--- src/rtl/scan_pkg.sv ---
// Shared types and helpers for the display-scan counter.
// The optional SCAN_BLANK_EN build macro is consumed by scan_counter.
package scan_pkg;

    typedef enum logic {
        DIR_ARRIBA = 1'b0,
        DIR_ABAJO  = 1'b1
    } dir_t;

    // Loads at or beyond the count range are pinned to the last digit.
    function automatic int unsigned clamp_limit(input int unsigned value, input int unsigned limit);
        int unsigned result;
        if (value >= limit) begin
            result = limit - 32'd1;
        end else begin
            result = value;
        end
        return result;
    endfunction

endpackage

--- src/rtl/scan_counter_tick_divider.sv ---
// Prescaler for the scan counter: emits a tick on every PRESCALE-th enabled cycle.
module tick_divider #(
    parameter int PRESCALE = 1
) (
    input  logic clk,
    input  logic reset,
    input  logic habilitar,
    input  logic limpiar,
    output logic tick
);

    localparam int CW = (PRESCALE > 1) ? $clog2(PRESCALE) : 1;
    localparam logic [CW-1:0] LAST = CW'(PRESCALE - 1);

    logic [CW-1:0] cnt_q;
    logic [CW-1:0] cnt_d;

    if (PRESCALE < 1) begin : g_bad_prescale
        $error("tick_divider: PRESCALE must be >= 1");
    end

    // Tick is combinational so the count register advances on the same edge.
    always_comb begin
        tick = habilitar && (cnt_q == LAST);
    end

    // Next prescaler value: clear on load, wrap on tick, freeze when disabled.
    always_comb begin
        cnt_d = cnt_q;
        if (limpiar) begin
            cnt_d = '0;
        end else if (tick) begin
            cnt_d = '0;
        end else if (habilitar) begin
            cnt_d = cnt_q + CW'(1);
        end else begin
            cnt_d = cnt_q;
        end
    end

    // Prescaler state register.
    always_ff @(posedge clk) begin
        if (reset) begin
            cnt_q <= '0;
        end else begin
            cnt_q <= cnt_d;
        end
    end

endmodule

--- src/rtl/scan_counter.sv ---
// Display-scan counter with prescaler, up/down, load, wrap pulse and anode decode.
// Build macro SCAN_BLANK_EN blanks all anodes for the cycle in which avance is high.
module scan_counter
    import scan_pkg::*;
#(
    parameter int WIDTH    = 3,
    parameter int MODULO   = 7,
    parameter int PRESCALE = 1
) (
    input  logic              reloj_actualizacion,
    input  logic              reset,
    input  logic              habilitar,
    input  logic              dir_abajo,
    input  logic              cargar,
    input  logic [WIDTH-1:0]  valor_carga,
    output logic [WIDTH-1:0]  contador_actualizar,
    output logic              avance,
    output logic              fin_cuenta,
    output logic [MODULO-1:0] anodo_n
);

    localparam logic [WIDTH-1:0] MAX_CNT = WIDTH'(MODULO - 1);

    logic [WIDTH-1:0] count_q;
    logic [WIDTH-1:0] count_d;
    logic             avance_q;
    logic             avance_d;
    logic             fin_q;
    logic             fin_d;
    logic             tick_s;
    dir_t             dir_s;

    if ((MODULO < 2) || (MODULO > (2 ** WIDTH))) begin : g_bad_modulo
        $error("scan_counter: MODULO must satisfy 2 <= MODULO <= 2**WIDTH");
    end

    if (PRESCALE < 1) begin : g_bad_prescale
        $error("scan_counter: PRESCALE must be >= 1");
    end

    tick_divider #(
        .PRESCALE (PRESCALE)
    ) u_tick_divider (
        .clk       (reloj_actualizacion),
        .reset     (reset),
        .habilitar (habilitar),
        .limpiar   (cargar),
        .tick      (tick_s)
    );

    // Next count and pulses; a load suppresses any coincident advance.
    always_comb begin
        dir_s    = dir_t'(dir_abajo);
        count_d  = count_q;
        avance_d = 1'b0;
        fin_d    = 1'b0;
        if (cargar) begin
            count_d = WIDTH'(clamp_limit(32'(valor_carga), 32'(MODULO)));
        end else if (tick_s) begin
            avance_d = 1'b1;
            case (dir_s)
                DIR_ARRIBA: begin
                    if (count_q == MAX_CNT) begin
                        count_d = '0;
                        fin_d   = 1'b1;
                    end else begin
                        count_d = count_q + WIDTH'(1);
                    end
                end
                DIR_ABAJO: begin
                    if (count_q == '0) begin
                        count_d = MAX_CNT;
                        fin_d   = 1'b1;
                    end else begin
                        count_d = count_q - WIDTH'(1);
                    end
                end
                default: begin
                    count_d = count_q;
                end
            endcase
        end else begin
            count_d = count_q;
        end
    end

    // Count and pulse registers.
    always_ff @(posedge reloj_actualizacion) begin
        if (reset) begin
            count_q  <= '0;
            avance_q <= 1'b0;
            fin_q    <= 1'b0;
        end else begin
            count_q  <= count_d;
            avance_q <= avance_d;
            fin_q    <= fin_d;
        end
    end

    // Active-low one-hot anode select from the registered count.
    always_comb begin
        anodo_n = '1;
        for (int i = 0; i < MODULO; i++) begin
            if (count_q == WIDTH'(i)) begin
                anodo_n[i] = 1'b0;
            end else begin
                anodo_n[i] = 1'b1;
            end
        end
`ifdef SCAN_BLANK_EN
        if (avance_q) begin
            anodo_n = '1;
        end else begin
            anodo_n = anodo_n;
        end
`endif
    end

    assign contador_actualizar = count_q;
    assign avance              = avance_q;
    assign fin_cuenta          = fin_q;

endmodule
--- config.mk ---
export PLATFORM = sky130hd
export DESIGN_NAME = scan_counter
export DESIGN_NICKNAME = d
export VERILOG_FILES = /design/src/rtl/scan_pkg.sv /design/src/rtl/scan_counter_tick_divider.sv /design/src/rtl/scan_counter.sv
export SDC_FILE = /design/constraint.sdc
export NUM_CORES = 1
export LEC_CHECK = 0
export CAP_MARGIN = 20
export CORE_AREA = 4 4 41 43
export DETAILED_ROUTE_END_ITERATION = 8
export DIE_AREA = 0 0 45 47
export PLACE_DENSITY = 0.65
export SLEW_MARGIN = 20
export SYNTH_ARGS = -nofsm -noshare
export SYNTH_HDL_FRONTEND = slang
export SYNTH_HIERARCHICAL = 1
export SYNTH_SLANG_ARGS = --single-unit
export TNS_END_PERCENT = 5
--- constraint.sdc ---
create_clock -name reloj_actualizacion -period 2.2 [get_ports reloj_actualizacion]
set_clock_uncertainty 0.1 [all_clocks]
set_input_delay 0.44 -clock reloj_actualizacion [delete_from_list [all_inputs] [get_ports reloj_actualizacion]]
set_output_delay 0.44 -clock reloj_actualizacion [all_outputs]
set_load 0.03 [all_outputs]
==> results.json, run 1 <==
{
  "fin_crit_sh_pct": 94.0,
  "fin_setup_tns_ns": 0,
  "ys.flop_type": "dfxtp_1",
  "timing.rr.start": "contador_actualizar[0]",
  "die_x_um": 45,
  "r2r_end": "contador_actualizar[2]",
  "start_kind": "flop",
  "cts_buffers": 3,
  "io_buffers": 19,
  "hold_end": "u_tick_divider/cnt_q",
  "rows": 13,
  "hold_viol": 0,
  "cts_buffer_depth": 2,
  "synthArstFlopShare_pct": 0,
  "rrSetupSlack_ns": 0.48,
  "clkSlewWorstSetupHoldPaths_ns": 0.04,
  "min_period_ns": 2.07,
  "drt-initial-drc-count": 8,
  "syn_area_um2": 429,
  "rsz0062_at_grt": "false",
  "io_pins": 20,
  "setup_viol": 0,
  "cts_sinks": 6,
  "globalplace.congestion": 0.764,
  "vias_per_cell": 4.89,
  "postSynthNetCount": 64,
  "drc": 0,
  "yosysWarnings": 6,
  "drt_first_pass_iters": 5,
  "grt_pass1_vias": 392,
  "critPathKind": "flop to output pin",
  "tightest_slew_ns": 0.303,
  "grt_max_degree": 9,
  "p_total_uw": 347,
  "place_area_um2": 653,
  "cp-end-kind": "output pin",
  "max_freq_mhz": 484,
  "final_area_um2": 667,
  "ir_drop_uv": 290,
  "syn_area_per_cell_um2": 8.58,
  "leakagePower_nw": 0.270,
  "synth_cell_types": 23,
  "diodes": 0,
  "die_y_um": 47,
  "worstPathRequired_ns": 1.66,
  "cts_setup_buffers": 0,
  "dp.cells": 86,
  "num-nets-final": 90,
  "cts_tree": "yes",
  "start_util_pct": 33.0,
  "antenna_found_initial": 0,
  "track_usage_pct": 11.0,
  "cap_violations": 0,
  "routed_wl_um": 1040,
  "clkLatencyLatePin_ns": 0.24,
  "hold_path.class": "flop to flop",
  "drt-wirelength-per-cell_um": 11.7,
  "ys_ff_latch": 6,
  "hold_depth": 1,
  "synth_edf_count": 0,
  "relSlewSlack_pct": 79.5,
  "stdcell_count": 89,
  "fp.dieArea_um2": 2120,
  "vias": 435,
  "min-delay-start": "u_tick_divider/cnt_q",
  "drtAntennaViolNets": 0,
  "drive_above_1_share_pct": 10.8,
  "worstPathArrival_ns": 1.53,
  "syn_to_final_growth_pct": 55.4,
  "htree_num_levels": 1,
  "power_density_nw_per_um2": 520,
  "cts-root-buf": "clkbuf_4",
  "coreArea_um2": 1300,
  "grt_pass1_wl_um": 1640,
  "grt-ovfl-total": 0,
  "drv_slew": 0,
  "dpl.hpwl_um": 883,
  "syn_inst": 50,
  "status": "finished clean",
  "ff2ff_path_depth": 5,
  "cp_max_fo": 6,
  "yosysSeqAreaShare_pct": 28.0
}
synthesized netlist by cell type, drive strengths merged, types with 2 or more instances:
cell type,number,area [µm²]
dfxtp,6,120
ha,6,75.1
inv,6,22.5
nand2,7,26.3
nand2b,2,12.5
nand3,3,15.0
nor2b,3,18.8
nor4b,2,23.8
o2111ai,2,17.5
what timing repair did:
item,in CTS,in global routing
resized for setup,7,0
hold buffers,0,0
setup endpoints to repair,7,0
sequential cells by signal, summed over array words and instances (netlist names):
| signal | flops |
|---|---|
| u_tick_divider/cnt_q | 1 |
| avance | 1 |
| fin_cuenta | 1 |
| contador_actualizar | 3 |
worst max path at each step:
stage / from / endpoint / slack [ns] / depth (start not counted)
2_1_floorplan: contador_actualizar[0] / contador_actualizar[2] / 0.35 / 5
3_3_place_gp: contador_actualizar[0] / anodo_n[6] / 0.16 / 4
3_5_place_dp: contador_actualizar[0] / anodo_n[6] / 0.11 / 4
4_1_cts: contador_actualizar[0] / anodo_n[6] / 0.13 / 4
5_1_grt: contador_actualizar[0] / anodo_n[6] / 0.02 / 4
6_report: contador_actualizar[0] / anodo_n[6] / 0.13 / 4
area by class of cell:
class	instances	area, µm²
fill	133	634
multi-input combinational	37	279
timing repair buffer	22	204
sequential	6	120
clock buffer	3	22.5
inverter	6	22.5
tap	15	18.8
per-stage QoR:
step           setup WS (ns)  hold WS, ns  util [%]
4_1_cts                0.125        0.395      51.2
5_1_grt               0.0151        0.416      51.2
3_5_place_dp           0.109        0.389      50.2
3_3_place_gp           0.158        0.384      50.2
6_report               0.133        0.393      51.2
2_1_floorplan          0.351        0.374         -
metal layers:
metal / global-route usage (%) / share of wire, % / routed length [µm] / up-vias
met2: 17.2 / 47 / 488 / 19
met3: 4.60 / 9.1 / 95 / 0
li1: - / - / - / 226
met5: 0 / 0 / 0 / -
met4: 3.51 / 0 / 0 / 0
met1: 13.6 / 44 / 460 / 190
kinds of logic after synthesis:
family | after synthesis | synth area share (%)
and+or+nand+nor | 23 | 32.1
AOI/OAI and AO/OA | 7 | 13.1
buffers and inverters | 7 | 7.00
adders and majority gates | 6 | 17.5
DFF | 6 | 28.0
muxes | 1 | 2.33
report_power, final:
part / leakage, nW / internal, mW / switching, mW
Combinational: 0.207 / 0.0543 / 0.0729
Clock: 0.0138 / 0.0616 / 0.0376
Sequential: 0.0493 / 0.115 / 0.00541
cells in the final DEF, fill, tap and decap left out:
cell type	n
o21ai_0	1
a21oi_1	1
o2111ai_1	2
clkdlybuf4s50_1	12
buf_4	3
nand2b_1	2
nand4b_1	1
nand3b_1	1
o211ai_1	1
dfxtp_1	6
nor4b_1	1
and2_1	1
nand2_1	7
nor2b_1	3
nor3_1	1
ha_1	6
a221oi_2	1
nor4b_2	1
dlygate4sd2_1	7
o22ai_1	1
nand3_1	3
inv_1	6
or4b_1	1
nor2_1	1
clkbuf_4	3
mux2i_1	1
worst max-delay path: stages (launching register included):
cell,delay (ns)
dfxtp_1,0.41
inv_1,0.11
ha_1,0.25
nand2_1,0.11
dlygate4sd2_1,0.40
Note: power is estimated with default switching activity, not from simulation.
==> run 2, diff against run 1 <==
--- a/config.mk
+++ b/config.mk
@@ -9,7 +9,8 @@
 export CORE_AREA = 4 4 41 43
 export DETAILED_ROUTE_END_ITERATION = 8
 export DIE_AREA = 0 0 45 47
-export PLACE_DENSITY = 0.65
+export PLACE_DENSITY = 0.68
+export SETUP_SLACK_MARGIN = 0.1
 export SLEW_MARGIN = 20
 export SYNTH_ARGS = -nofsm -noshare
 export SYNTH_HDL_FRONTEND = slang
==> constraint.sdc (replaced) <==
create_clock -name reloj_actualizacion -period 1.9 [get_ports reloj_actualizacion]
set_clock_uncertainty 0.1 [all_clocks]
set_input_delay 0.38 -clock reloj_actualizacion [delete_from_list [all_inputs] [get_ports reloj_actualizacion]]
set_output_delay 0.38 -clock reloj_actualizacion [all_outputs]
set_load 0.03 [all_outputs]
==> results.json, run 2 (same netlist as run 1, synthesis figures left out) <==
{
  "stdcell_count": 90,
  "hold_viol": 0,
  "grt_pass1_wl_um": 1570,
  "grt-ovfl-total": 0,
  "rsz0062_at_grt": "true",
  "syn_to_final_growth_pct": 55.4,
  "drt-initial-drc-count": 5,
  "pwr-share-comb_pct": 36.5,
  "relSlewSlack_pct": 80.2,
  "vias_per_cell": 4.77,
  "clkSlewWorstSetupHoldPaths_ns": 0.04,
  "hold_path.class": "flop to flop",
  "num-nets-final": 91,
  "path_cells": "clkdlybuf4s50_1",
  "netSwitchingPower_uw": 135,
  "power_frac_clock_pct": 28.4,
  "tightest_slew_ns": 0.293,
  "setup_viol": 0,
  "drc": 0,
  "cts_sinks": 6,
  "drv_slew": 0,
  "p_total_uw": 406,
  "drt_first_pass_iters": 2,
  "critPathKind": "flop to output pin",
  "start_util_pct": 33.0,
  "grt_max_degree": 10,
  "min_period_ns": 1.78,
  "cp.buffers_inverters": 1,
  "ff_latch_area_um2": 124,
  "leakagePower_nw": 0.290,
  "rows": 13,
  "largest_reg_flops": 3,
  "fp.dieArea_um2": 2120,
  "crit_slowest_cell": "clkdlybuf4s50_1",
  "status": "finished clean",
  "power_density_nw_per_um2": 608,
  "clkLatencyLatePin_ns": 0.24,
  "die_x_um": 45,
  "cts_tree": "yes",
  "crit_family": "buffers and inverters",
  "drt-wirelength-per-cell_um": 10.9,
  "cap_violations": 0,
  "dpl_worst_slack_ns": 0.0884,
  "nFillCells": 143,
  "power_frac_seq_pct": 35.0,
  "dp.cells": 87,
  "fin_setup_tns_ns": 0,
  "cts_buffers": 3,
  "post_cts_hold_buffer_count": 0,
  "p_int_uw": 271,
  "final_common_cell": "clkdlybuf4s50_1",
  "drive_above_1_share_pct": 24.0,
  "diodes": 0,
  "antenna_found_initial": 0,
  "cp_max_fo": 6,
  "p_sw_share_pct": 33.2,
  "worstPathRequired_ns": 1.42,
  "routed_wl_um": 983,
  "drtAntennaViolNets": 0,
  "die_y_um": 47,
  "max_freq_mhz": 563,
  "ir_drop_uv": 354,
  "coreArea_um2": 1300,
  "cts_buffer_depth": 2,
  "io_pins": 20,
  "track_usage_pct": 10.9,
  "max_stage_delay_ns": 0.68,
  "cts-root-buf": "clkbuf_4",
  "cp-end-kind": "output pin",
  "final_area_um2": 667,
  "place_area_um2": 651,
  "start_kind": "flop",
  "fin_crit_sh_pct": 93.4,
  "vias": 429,
  "dpl.hpwl_um": 827,
  "grt_pass1_vias": 399,
  "io_buffers": 19,
  "finalWorstSetupSlack_ns": 0.125,
  "fin_util_pct": 51.2,
  "htree_num_levels": 1,
  "fin_hold_ws_ns": 0.392,
  "multiInputGateArea_um2": 279,
  "worstPathArrival_ns": 1.30,
  "final_cell_mix": "clkdlybuf4s50_1 (10), buf_4 (9), nand2_1 (7)",
  "globalplace.congestion": 0.769
}
[run 2: changes by cell type in the layout (fill, tap and decap cells not counted)]
cell,previous run,this run
clkbuf_2,0,1
dfxtp_1,6,3
clkdlybuf4s15_1,0,1
dlygate4sd2_1,7,2
clkdlybuf4s50_1,12,10
dfxtp_2,0,3
buf_4,3,9
[run 2: timing repair]
item / CTS / global route
hold endpoints to repair: 0 / 0
resized for setup: 5 / 3
buffers inserted: 0 / 0
endpoints found under the setup margin: 5 / 5
[run 2: power by group through the flow]
stage	registers, mW	logic, mW	clock network [mW]
detailed placement	0.144	0.154	0
global placement	0.144	0.153	0
global route	0.144	0.160	0.129
CTS	0.142	0.150	0.124
finish	0.142	0.148	0.115
floorplan	0.157	0.0717	0
[run 2: worst paths after layout]
| check | start | cells past startpoint | slack [ns] | endpoint |
|---|---|---|---|---|
| hold / removal | u_tick_divider/cnt_q | 1 | 0.39 | u_tick_divider/cnt_q |
| hold reg to reg | u_tick_divider/cnt_q | 1 | 0.39 | u_tick_divider/cnt_q |
| setup / recovery | contador_actualizar[0] | 1 | 0.12 | contador_actualizar[0] |
| setup reg to reg | contador_actualizar[0] | 5 | 0.22 | contador_actualizar[2] |
[run 2: routing by layer]
layer	GRT usage (%)	share of wire [%]
met5	0	0
met2	16.1	45
met3	6.13	8.2
met1	12.1	45
met4	7.02	1.6
[run 2: cell type report]
| class | count | share of cell area, % |
|---|---|---|
| timing repair buffer | 23 | 30.0 |
| sequential | 6 | 18.6 |
| inverter | 6 | 3.38 |
| tap | 15 | 2.81 |
| multi-input combinational | 37 | 41.8 |
| clock buffer | 3 | 3.38 |
